## config.mk

```make
export PLATFORM = sky130hd
export DESIGN_NAME = timer_alarm_scheduler_flat
export DESIGN_NICKNAME = d
export VERILOG_FILES = /design/src/rtl/timer_alarm_scheduler_if.sv /design/src/rtl/timer_alarm_scheduler.sv /design/src/flat_wrapper.sv
export SDC_FILE = /design/constraint.sdc
export NUM_CORES = 1
export LEC_CHECK = 0
export BUFFER_PORTS_ARGS = -buffer_cell sky130_fd_sc_hd__buf_2
export CORE_MARGIN = 2
export CORE_UTILIZATION = 35
export CTS_BUF_LIST = sky130_fd_sc_hd__clkbuf_8
export CTS_CLUSTER_SIZE = 8
export DETAILED_ROUTE_END_ITERATION = 8
export PLACE_DENSITY = 0.62
export SLEW_MARGIN = 20
export SYNTH_ARGS = -nofsm -noshare
export SYNTH_HDL_FRONTEND = slang
export SYNTH_SLANG_ARGS = --single-unit
```

## constraint.sdc

```tcl
create_clock -name clk -period 13.9 [get_ports clk]
set_clock_uncertainty 0.2 [all_clocks]
set_input_delay 2.085 -clock clk [delete_from_list [all_inputs] [get_ports clk]]
set_output_delay 2.085 -clock clk [all_outputs]
set_load 0.05 [all_outputs]
```

## src/rtl/timer_alarm_scheduler_if.sv

```systemverilog
`default_nettype none
// ============================================================================
// Module   : timer_alarm_scheduler_if
// Brief    : Avalon-MM slave bus bundle for the timer alarm scheduler.
// Revision : 1.0
// ============================================================================
interface timer_alarm_scheduler_if #(
    parameter int ADDR_W = 4
);
    logic [ADDR_W-1:0] avalon_slave_address;
    logic              avalon_slave_read;
    logic [31:0]       avalon_slave_readdata;
    logic              avalon_slave_write;
    logic [31:0]       avalon_slave_writedata;

    modport master (
        output avalon_slave_address,
        output avalon_slave_read,
        output avalon_slave_write,
        output avalon_slave_writedata,
        input  avalon_slave_readdata
    );

    modport slave (
        input  avalon_slave_address,
        input  avalon_slave_read,
        input  avalon_slave_write,
        input  avalon_slave_writedata,
        output avalon_slave_readdata
    );
endinterface
`default_nettype wire

```

## src/rtl/timer_alarm_scheduler.sv

```systemverilog
`default_nettype none
// ============================================================================
// Module   : timer_alarm_scheduler
// Brief    : Prescaled 32-bit tick counter with NUM_CH one-shot/periodic
//            compare alarms and a maskable level IRQ. Optional overrun
//            register enabled by TIMER_SCHED_OVERRUN_EN.
// Revision : 1.0
// ============================================================================
module timer_alarm_scheduler #(
    parameter int NUM_CH = 4,
    parameter int ADDR_W = 4
) (
    input  wire logic                    clk,
    input  wire logic                    reset,
    timer_alarm_scheduler_if.slave       bus,
    output logic                         irq
);
    localparam logic [ADDR_W-1:0] c_addr_ctrl  = ADDR_W'(0);
    localparam logic [ADDR_W-1:0] c_addr_presc = ADDR_W'(1);
    localparam logic [ADDR_W-1:0] c_addr_now   = ADDR_W'(2);
    localparam logic [ADDR_W-1:0] c_addr_pend  = ADDR_W'(3);
    localparam logic [ADDR_W-1:0] c_addr_mask  = ADDR_W'(4);
    localparam logic [ADDR_W-1:0] c_addr_ovr   = ADDR_W'(5);

    logic [ADDR_W-1:0] addr;
    logic [31:0]       wdata;
    logic              wr;
    logic              rd;

    logic              en;
    logic [31:0]       prescale;
    logic [31:0]       pcnt;
    logic [31:0]       now;
    logic [31:0]       now_inc;
    logic [NUM_CH-1:0] pend;
    logic [NUM_CH-1:0] mask;
    logic [NUM_CH-1:0] armed;
    logic [NUM_CH-1:0] fire;
    logic [NUM_CH-1:0] wr_cmp;
    logic [NUM_CH-1:0] wr_per;
    logic [31:0]       cmp [NUM_CH];
    logic [31:0]       per [NUM_CH];
    logic [31:0]       rdata;
    logic [31:0]       readdata;
    logic              wr_ctrl;
    logic              run;
    logic              tick;

    assign addr    = bus.avalon_slave_address;
    assign wdata   = bus.avalon_slave_writedata;
    assign wr      = bus.avalon_slave_write;
    assign rd      = bus.avalon_slave_read;
    assign bus.avalon_slave_readdata = readdata;

    assign wr_ctrl = wr && (addr == c_addr_ctrl);
    // A disabling CTRL write suppresses the tick in its own cycle too.
    assign run     = en && !(wr_ctrl && !wdata[0]);
    assign tick    = run && (pcnt == prescale);
    assign now_inc = now + 32'd1;

    for (genvar c = 0; c < NUM_CH; c++) begin : g_ch
        assign wr_cmp[c] = wr && (addr == ADDR_W'(8 + 2*c));
        assign wr_per[c] = wr && (addr == ADDR_W'(9 + 2*c));
        assign fire[c]   = tick && armed[c] && (cmp[c] == now_inc);
    end

`ifdef TIMER_SCHED_OVERRUN_EN
    logic [NUM_CH-1:0] ovr;

    always_ff @(posedge clk or posedge reset) begin
        if (reset) begin
            ovr <= '0;
        end else begin
            ovr <= (ovr & ~((wr && addr == c_addr_ovr) ? wdata[NUM_CH-1:0] : '0))
                 | (fire & pend);
        end
    end
`endif

    always_comb begin
        rdata = '0;
        case (addr)
            c_addr_ctrl:  rdata[0] = en;
            c_addr_presc: rdata = prescale;
            c_addr_now:   rdata = now;
            c_addr_pend:  rdata[NUM_CH-1:0] = pend;
            c_addr_mask:  rdata[NUM_CH-1:0] = mask;
`ifdef TIMER_SCHED_OVERRUN_EN
            c_addr_ovr:   rdata[NUM_CH-1:0] = ovr;
`endif
            default:      rdata = '0;
        endcase
        for (int c = 0; c < NUM_CH; c++) begin
            if (addr == ADDR_W'(8 + 2*c)) rdata = cmp[c];
            if (addr == ADDR_W'(9 + 2*c)) rdata = per[c];
        end
    end

    always_ff @(posedge clk or posedge reset) begin
        if (reset) begin
            readdata <= '0;
            en       <= 1'b0;
            prescale <= '0;
            pcnt     <= '0;
            now      <= '0;
            pend     <= '0;
            mask     <= '0;
            armed    <= '0;
            irq      <= 1'b0;
            for (int c = 0; c < NUM_CH; c++) begin
                cmp[c] <= '0;
                per[c] <= '0;
            end
        end else begin
            if (rd) readdata <= rdata;
            if (wr_ctrl) en <= wdata[0];
            if (wr && addr == c_addr_presc) prescale <= wdata;
            if (wr && addr == c_addr_mask) mask <= wdata[NUM_CH-1:0];

            if (!run)      pcnt <= '0;
            else if (tick) pcnt <= '0;
            else           pcnt <= pcnt + 32'd1;

            if (tick)                            now <= now_inc;
            else if (wr && addr == c_addr_now && !en) now <= wdata;

            // Fire sets dominate a same-cycle W1C.
            pend <= (pend & ~((wr && addr == c_addr_pend) ? wdata[NUM_CH-1:0] : '0))
                  | fire;
            irq  <= |(pend & mask);

            for (int c = 0; c < NUM_CH; c++) begin
                if (wr_cmp[c]) begin
                    cmp[c]   <= wdata;
                    armed[c] <= 1'b1;
                end else if (fire[c]) begin
                    if (per[c] != 32'd0) cmp[c] <= cmp[c] + per[c];
                    else                 armed[c] <= 1'b0;
                end
                if (wr_per[c]) per[c] <= wdata;
            end
        end
    end
endmodule
`default_nettype wire
```

## src/flat_wrapper.sv

```systemverilog
// flat-port wrapper written by rule: the top's interface ports become plain ports
module timer_alarm_scheduler_flat 
#(
    parameter int NUM_CH = 4,
    parameter int ADDR_W = 4
)
  (clk, reset, irq, bus_avalon_slave_address, bus_avalon_slave_read, bus_avalon_slave_write, bus_avalon_slave_writedata, bus_avalon_slave_readdata);
  timer_alarm_scheduler_if #(.ADDR_W(ADDR_W)) bus_i ();
  input  wire logic clk;
  input  wire logic reset;
  output logic irq;
  input wire logic [$bits(bus_i.avalon_slave_address)-1:0] bus_avalon_slave_address;
  input wire logic [$bits(bus_i.avalon_slave_read)-1:0] bus_avalon_slave_read;
  input wire logic [$bits(bus_i.avalon_slave_write)-1:0] bus_avalon_slave_write;
  input wire logic [$bits(bus_i.avalon_slave_writedata)-1:0] bus_avalon_slave_writedata;
  output wire logic [$bits(bus_i.avalon_slave_readdata)-1:0] bus_avalon_slave_readdata;
  assign bus_i.avalon_slave_address = bus_avalon_slave_address;
  assign bus_i.avalon_slave_read = bus_avalon_slave_read;
  assign bus_i.avalon_slave_write = bus_avalon_slave_write;
  assign bus_i.avalon_slave_writedata = bus_avalon_slave_writedata;
  assign bus_avalon_slave_readdata = bus_i.avalon_slave_readdata;
  timer_alarm_scheduler #(.NUM_CH(NUM_CH), .ADDR_W(ADDR_W)) u_core (.clk(clk), .reset(reset), .bus(bus_i), .irq(irq));
endmodule
```

---- Yosys cells after proc, flatten, opt, wreduce, memory -nomap -nowiden ----
Index checks and enable logic that the tools add are counted.
word-level totals
  register bits after elaboration ......... 398
  latch bits .............................. 0
  bits in writable memories ............... 0
  ROM bits ................................ 0
  input port bits ......................... 40
  output and inout bits ................... 33
  memories kept ........................... 0
operators by class
  $add $sub $neg .......................... 6
  multipliers ............................. 0
  divide/modulo/power cells ............... 0
  magnitude comparators ................... 0
  equal/unequal tests ..................... 21
  shifts and indexed selects .............. 0
  multiplexer cells ....................... 40
  bitwise operators ....................... 4
  reduce and logical (&&, ||, !) cells .... 51
operators with widths
  operator                                                count
  2-to-1 mux 32 bit                                       24
  == test 32 bit                                          5
  adder 32 bit                                            4
  nonzero test 32 bit                                     4
  adder 32 x 1 -> 32 bit (second input constant)          2
  case mux 28 bit (2 select lines)                        1
  == test 4 bit (second input constant)                   8
  logical AND 1 bit                                       25
  nonzero test 2 bit                                      9
  AND reduction 2 bit                                     8
  2-to-1 mux 1 bit                                        12
  case mux 3 bit (4 select lines)                         1
  AND 4 bit                                               2
  == test 4 x 2 -> 1 bit (second input constant)          2
  inequality test 2 x 1 -> 1 bit (second input constant)  4
  case mux 1 bit (5 select lines)                         1
  == test 4 x 1 -> 1 bit (second input constant)          1
  == test 4 x 3 -> 1 bit (second input constant)          1
  zero test 4 bit                                         1
  2-to-1 mux 4 bit                                        1
  NOT 4 bit                                               1
  OR 4 bit                                                1
  OR reduction 4 bit                                      1
  zero test 1 bit                                         3

---- Logic depth before layout (Yosys ltp) ----
Gate-level depths: netlist (run 1).
  word-level depth ........................ 10
  mapped depth ............................ 16
  gate-level depth less buffers ........... 14

---- Worst setup path before layout (run 1) ----
OpenSTA, ideal clock, no wires.
  kind .................................... input to register
  from .................................... in bus_avalon_slave_writedata[0]
  to ...................................... reg u_core.cmp[10] (netlist name)
  data arrival time ....................... 4.475 ns
  slack ................................... 9.143 ns
  cell stages on the path ................. 14
  buffers on the path ..................... 4
  path through ............................ clkbuf_1 -> nand2b_1 -> o41ai_1 -> nor3_1 -> and4_1 -> clkbuf_1 -> o2111ai_1 -> nor3_1 -> nand4_1 -> or4_1 -> buf_2 -> buf_6 -> a211o_1 -> a31oi_1
between the ends
  longest elaborated chain between the ends .. 9
RTL lines
  item                             line                          source
  from (decl)                      flat_wrapper.sv:15            input wire logic [$bits(bus_i.avalon_slave_writedata)-1:0] bus_avalon_slave_writedata;
  zero test 1 bit                  timer_alarm_scheduler.sv:57   assign run = en && !(wr_ctrl && !wdata[0]);
  logical AND 1 bit                timer_alarm_scheduler.sv:57
  zero test 1 bit                  timer_alarm_scheduler.sv:57
  logical AND 1 bit                timer_alarm_scheduler.sv:57
  logical AND 1 bit                timer_alarm_scheduler.sv:58   assign tick = run && (pcnt == prescale);
  logical AND 1 bit (2 in a row)   timer_alarm_scheduler.sv:64   assign fire[c] = tick && armed[c] && (cmp[c] == now_inc);
  nonzero test 2 bit (no line)     n/a
  AND reduction 2 bit (no line)    n/a
  to (signal, indexed assignment)  timer_alarm_scheduler.sv:134  cmp[c] <= wdata;
  to (signal, indexed assignment)  timer_alarm_scheduler.sv:137  if (per[c] != 32'd0) cmp[c] <= cmp[c] + per[c];
  to (decl)                        timer_alarm_scheduler.sv:41   logic [31:0] cmp [NUM_CH];
Every way passes these cells.
A chain may end at the register's enable or synchronous reset.

---- Worst setup path after layout (run 1) ----
  from .................................... reg u_core.now[0]
  to ...................................... reg u_core.cmp[95] (netlist name)
between the ends
  longest elaborated chain between the ends .. 5
RTL lines
  item                           line                          source
  from (decl)                    timer_alarm_scheduler.sv:33   logic [31:0] now;
  from (signal assigned)         timer_alarm_scheduler.sv:124  if (tick) now <= now_inc;
  from (signal assigned)         timer_alarm_scheduler.sv:125  else if (wr && addr == c_addr_now && !en) now <= wdata;
  adder 32 x 1 -> 32 bit         timer_alarm_scheduler.sv:59   assign now_inc = now + 32'd1;
  == test 32 bit                 timer_alarm_scheduler.sv:64
  logical AND 1 bit              timer_alarm_scheduler.sv:64
  nonzero test 2 bit (no line)   n/a
  AND reduction 2 bit (no line)  n/a
Every way passes these cells.

==> flow_metrics.py, run 1 <==
metrics = {
    "die": {
        "chipHeight_um": 292,
        "initial_utilization_pct": 35.3,
        "rows": 105,
        "core-area_um2": 82100,
        "die_area_um2": 85200,
        "die_w_um": 292,
        "ios": 73,
    },
    "place": {
        "dp_hpwl_mm": 83.6,
        "dpl_cell_area_um2": 30200,
        "dp_cells": 4282,
        "gp_congestion": 1.00,
        "io_buffers": 72,
    },
    "cts": {
        "clk_pin_slew_ns": 0.06,
        "clockRootBuffer": "clkbuf_8",
        "clock_latency_ns": 0.69,
        "post_cts_buffers": 0,
        "postCtsHoldBufs": 0,
        "clock_path_buffers": 3,
        "ctsResizeCount": 0,
        "cts_num_sinks": 398,
        "cts_tree": "done",
        "htreeDepth": 3,
        "cts_made_buffers": 80,
    },
    "final_layout": {
        "regArea_um2": 9960,
        "multiInputGateArea_um2": 18000,
        "drive_above_1_share_pct": 12.3,
        "nFillCells": 8284,
        "stdcell_count": 4421,
        "fin_util_pct": 38.7,
        "final_area_um2": 31800,
        "syn_to_final_growth_pct": 9.55,
        "nets": 3464,
    },
    "power": {
        "power_frac_clock_pct": 24.2,
        "p_sw_share_pct": 42.5,
        "ir_drop_v": 0.0000687,
        "p_switching_mw": 2.19,
        "p_leak_nw": 13.6,
        "sequentialPowerShare_pct": 36.7,
        "combPwrFrac_pct": 39.0,
        "p_int_mw": 2.97,
        "p_per_area_nw_per_um2": 162,
    },
    "global_routing": {
        "grt_pass1_wl_mm": 166,
        "antenna_found_initial": 7,
        "grt_pass1_vias": 25000,
        "grt_use_total_pct": 25.7,
        "grt_max_degree": 79,
        "grt.overflow.total": 0,
    },
    "timing": {
        "worst_pin_slew_ns": 1.17,
        "finalHoldViolations": 0,
        "finalSetupTns_ns": 0,
        "whs_ns": 0.287,
        "fmax_mhz": 183,
        "period_needed_ns": 5.46,
        "setup_viol": 0,
        "slew_headroom_pct": 21.2,
        "rsz0062_at_grt": "no",
        "slew_violations": 0,
        "post-route-period-util_pct": 39.3,
    },
    "yosys": {
        "synth_edf_count": 0,
        "netlist_area_um2": 29000,
        "async_flop_share_pct": 100,
        "synthFlopType": "dfrtp_1",
        "postSynthAreaPerCell_um2": 8.74,
        "synth_cell_types": 85,
        "synth_seq_cells": 398,
        "synthTopCellsByArea": "dfrtp_1 34%, mux2_2 5.5%, ha_1 5.4%",
        "synthMostInstantiatedCell": "dfrtp_1",
        "ys_warn_count": 0,
        "synth_cells": 3322,
        "synth_nets": 3492,
        "yosys-top-cells-count": "398 x dfrtp_1, 343 x nor2_1, 310 x nand2_1, 238 x a21oi_1, 191 x o21ai_0",
        "synth-seq-area-share_pct": 34.3,
        "post-synth-top-area-cell": "dfrtp_1",
        "synth_top_area_share_pct": 34.3,
    },
    "worst_setup_path": {
        "crit_chain": "ha_1 > nand3_1 > or3_1 > nor4_1 > xnor3_1 > nand4_1 > nor4_1 > nand4b_1 > buf_4 > or4_1 > a21oi_1 > a211oi_1 > nand3_1",
        "slowest_stage": "or3_1",
        "crit_cells": 13,
        "critPathMaxStageDelay_ns": 0.81,
        "path_delay_family": "simple AND/OR/NAND/NOR gates",
        "crit_buf_inv": 1,
        "reg2reg_depth": 13,
        "cp-start-kind": "register",
        "crit_arrival_ns": 5.87,
        "crit_type": "reg -> reg",
        "cp.required_ns": 14.31,
        "critPathLaunch": "u_core.now[0]",
        "r2r-start": "u_core.now[0]",
        "endpoint_kind": "register",
        "rr_endpoint": "u_core.cmp[95]",
        "reg2reg_slack_ns": 8.44,
        "cp_max_fo": 50,
        "critPathCapture": "u_core.cmp[95]",
    },
    "detailed_routing": {
        "routed_wl_mm": 111,
        "dr.pass1.iters": 8,
        "drtAntennaViolNets": 0,
        "wl_per_cell_um": 25.1,
        "drc": 0,
        "viasPerCell": 6.09,
        "vias": 26900,
        "drt-initial-drc-count": 2909,
    },
    "hold_path": {
        "hold_class": "reg -> reg",
    },
    "outcome": {
        "status": "completed",
    },
    "job": {
        "drv_cap": 0,
    },
}
## sequential cells by signal (all words and copies together) (netlist names)
name / flops
u_core.bus.avalon_slave_readdata: 32
u_core.armed: 4
u_core.mask: 4
u_core.cmp: 128
u_core.prescale: 32
u_core.irq: 1
u_core.en: 1
u_core.pcnt: 32
u_core.now: 32
u_core.pend: 4
u_core.per: 128
## power groups by stage
stage / clock, mW / sequential, mW / combinational [mW]
after floorplan: 0 / 1.65 / 1.59
after global placement: 0 / 1.88 / 1.97
after detailed placement: 0 / 1.88 / 1.97
after CTS: 1.27 / 1.86 / 1.99
after global routing: 1.33 / 1.91 / 2.22
final: 1.25 / 1.90 / 2.01
## how the worst min path moves through the flow
stage                                             start                                  end  slack, ns  cells past startpoint
floorplan                                u_core.mask[1]                       u_core.mask[1]       0.27                      2
global placement    u_core.bus.avalon_slave_readdata[3]  u_core.bus.avalon_slave_readdata[3]       0.28                      1
detailed placement  u_core.bus.avalon_slave_readdata[1]  u_core.bus.avalon_slave_readdata[1]       0.28                      1
CTS                 u_core.bus.avalon_slave_readdata[1]  u_core.bus.avalon_slave_readdata[1]       0.29                      1
global route        u_core.bus.avalon_slave_readdata[3]  u_core.bus.avalon_slave_readdata[3]       0.31                      1
finish              u_core.bus.avalon_slave_readdata[1]  u_core.bus.avalon_slave_readdata[1]       0.29                      1
## per-stage QoR
step / setup WS, ns / total power, mW
3_5_place_dp: 8.17 / 3.85
2_1_floorplan: 0.547 / 3.24
6_report: 8.44 / 5.16
4_1_cts: 8.56 / 5.12
5_1_grt: 8.25 / 5.46
3_3_place_gp: 8.22 / 3.84
## placed cells by master, fill, tap and decap left out, types with 101 or more instances in the layout
cell      synthesis  final
a21oi_1         238    238
clkbuf_8          0    101
dfrtp_1         398    398
ha_1            126    126
mux2_2          143    143
nand2_1         310    308
nor2_1          343    337
o21ai_0         191    191
xnor2_1         168    168
xor2_1          119    119
## final cells by class
| class | instances | share of cell area [%] |
|---|---|---|
| clock inverters | 36 | 0.728 |
| clock buffers | 101 | 4.37 |
| well taps | 1070 | 4.21 |
| inverters | 62 | 0.756 |
| diodes | 2 | 0.0157 |
| repair buffers | 108 | 2.00 |
| flip-flops and latches | 398 | 31.3 |
| multi-input cells | 2644 | 56.6 |
## metal layers
layer,wire (um),part of all wire [%],vias up,track usage [%]
li1,-,-,12200,-
met1,46900,42,13100,35.4
met2,49000,44,1343,39.7
met3,10900,9.8,230,5.34
met4,4210,3.8,2,9.81
met5,7,0.0063,-,0
## worst register-to-register path, delay by kind of cell (launching register included)
family	cells	cell delay, ns
flops	1	0.62
simple gates	8	3.32
buf+inv	1	0.35
compound gates	2	0.21
xor+xnor	1	0.36
fa+ha+maj	1	0.32
## logic make-up after synthesis
group                      share of synthesized area, %
and+or+nand+nor                                    18.8
AOI/OAI and AO/OA                                  19.4
DFF                                                34.3
xor gates and xnor gates                           10.2
buffers and inverters                              3.87
muxes                                              7.65
adders and majority gates                          5.71
(Power assumes the default switching activity.)
==> inputs of run 2 (changes only) <==
- PLACE_DENSITY: 0.62 -> 0.61
- clock period: 13.9 -> 5.35 ns (I/O delays scaled with it)
==> run 2 against run 1 <==
The run now ends with design-rule violations left; critical path type unchanged; sequential power grew to 2.5 times the previous value; maximum frequency is 14% higher; worst setup slack worse by 7.9 ns; die area stayed put; largest power group unchanged; highest routed layer unchanged; via count is 0.69% higher; combinational power grew to 2.7 times the previous value.
==> flow_metrics.py, run 2 (synthesis gave the netlist of run 1 again) <==
metrics = {
    "final_layout": {
        "largestRegisters": "u_core.cmp x128, u_core.per x128",
        "final_area_um2": 32200,
        "nets": 3512,
        "drive_above_1_share_pct": 13.5,
        "layout_commonest_cell": "dfrtp_1",
        "most-common-layout-cells": "398 x dfrtp_1, 337 x nor2_1, 309 x nand2_1, 238 x a21oi_1, 191 x o21ai_0",
        "nFillCells": 8268,
        "syn_to_final_growth_pct": 10.8,
        "regArea_um2": 9960,
        "multiInputGateArea_um2": 18000,
    },
    "outcome": {
        "status": "finished with violations",
        "violations": "design-rule violations",
    },
    "timing": {
        "period_needed_ns": 4.77,
        "slew_violations": 0,
        "worst_pin_slew_ns": 1.01,
        "whs_ns": 0.288,
        "rsz0062_at_grt": "no",
        "post-route-period-util_pct": 89.2,
        "slew_headroom_pct": 32.1,
        "finalHoldViolations": 0,
        "fmax_mhz": 210,
        "setup_viol": 0,
    },
    "power": {
        "p_per_area_nw_per_um2": 417,
        "p_leak_nw": 13.8,
        "ir_drop_v": 0.000177,
    },
    "place": {
        "dpl_cell_area_um2": 30600,
        "gp_congestion": 0.987,
        "dp_hpwl_mm": 86.6,
        "io_buffers": 72,
    },
    "die": {
        "chipHeight_um": 292,
        "core-area_um2": 82100,
        "die_area_um2": 85200,
        "die_w_um": 292,
        "ios": 73,
        "initial_utilization_pct": 35.3,
        "rows": 105,
    },
    "worst_setup_path": {
        "cp_max_fo": 51,
        "critPathMaxStageDelay_ns": 0.68,
        "crit_chain": "and4_1 > and2_0 > nand4_1 > xnor2_1 > xnor2_1 > a21boi_0 > nand4_1 > or4_2 > buf_4 > a211o_1 > a31oi_1",
        "slowest_stage": "dfrtp_1",
        "endpoint_kind": "register",
        "cp-start-kind": "register",
        "crit_type": "reg -> reg",
        "crit_arrival_ns": 5.17,
        "cp.required_ns": 5.75,
    },
    "cts": {
        "clock_path_buffers": 3,
        "postCtsHoldBufs": 1,
        "clockRootBuffer": "clkbuf_8",
        "clock_latency_ns": 0.70,
        "clk_pin_slew_ns": 0.06,
        "post_cts_buffers": 0,
        "cts_made_buffers": 78,
        "ctsResizeCount": 0,
        "htreeDepth": 3,
        "cts_tree": "done",
        "cts_num_sinks": 398,
    },
    "detailed_routing": {
        "drt-initial-drc-count": 3153,
        "viasPerCell": 6.06,
        "drtAntennaViolNets": 0,
        "dr.pass1.iters": 9,
        "drc": 3,
        "wl_per_cell_um": 25.3,
        "routed_wl_mm": 113,
        "vias": 27100,
    },
    "global_routing": {
        "grt_pass1_wl_mm": 170,
        "antenna_found_initial": 6,
        "grt_pass1_vias": 25600,
        "grt_max_degree": 121,
        "grt.overflow.total": 0,
        "grt_use_total_pct": 26.3,
    },
    "hold_path": {
        "hold_class": "in -> reg",
    },
    "job": {
        "drv_cap": 0,
    },
}
## run 2: path summary, 6_finish.rpt
check / startpoint / end / slack, ns / cells after the start
min in group asynchronous: reset / u_core.mask[1] / 0.52 / 3
hold reg to reg: u_core.bus.avalon_slave_readdata[2] / u_core.bus.avalon_slave_readdata[2] / 0.30 / 1
setup reg to reg: u_core.now[17] / u_core.cmp[10] / 0.58 / 11
hold / removal: bus_avalon_slave_writedata[1] / u_core.now[1] / 0.29 / 3
setup / recovery: u_core.now[17] / u_core.cmp[10] / 0.58 / 11
max in group asynchronous: reset / u_core.cmp[102] / 3.15 / 4
## run 2: critical path: cells and delay by family (launching register included)
kind            cells  cell delay, ns
buf+inv             1            0.35
flops               1            0.68
compound gates      3            0.72
simple gates        5            2.15
xor+xnor            2            0.53
## run 2: power by group
part	leakage, nW	total, mW	internal, mW	switching (mW)
combinational	8.01	5.42	2.33	3.09
clock	0.904	3.20	1.74	1.46
sequential	4.90	4.80	3.60	1.20
## run 2: stage by stage
stage | power (mW) | setup slack (ns) | std cells | TNS, ns | utilization (%)
final | 13.4 | 0.578 | 4473 | 0 | 39.2
after global placement | 10.1 | 0.745 | 4331 | 0 | 37.2
after CTS | 13.4 | 0.717 | 4471 | 0 | 39.2
after global routing | 14.2 | 0.375 | 4473 | 0 | 39.2
after floorplan | 8.41 | -1.01 | 3322 | -402.10 | -
after detailed placement | 10.1 | 0.774 | 4331 | 0 | 37.2
## run 2: layout make-up
type,instances,share of cell area (%)
inverters,62,0.735
repair buffers,158,3.29
clock inverters,48,0.988
clock buffers,91,3.89
multi-input cells,2644,56.0
flip-flops and latches,398,31.0
well taps,1070,4.16
diodes,2,0.0156
## run 2: metal layers
metal	wire (um)	GRT usage [%]
met5	24	0
met4	4650	10.4
met3	9860	4.36
met2	49400	40.0
met1	49300	37.1
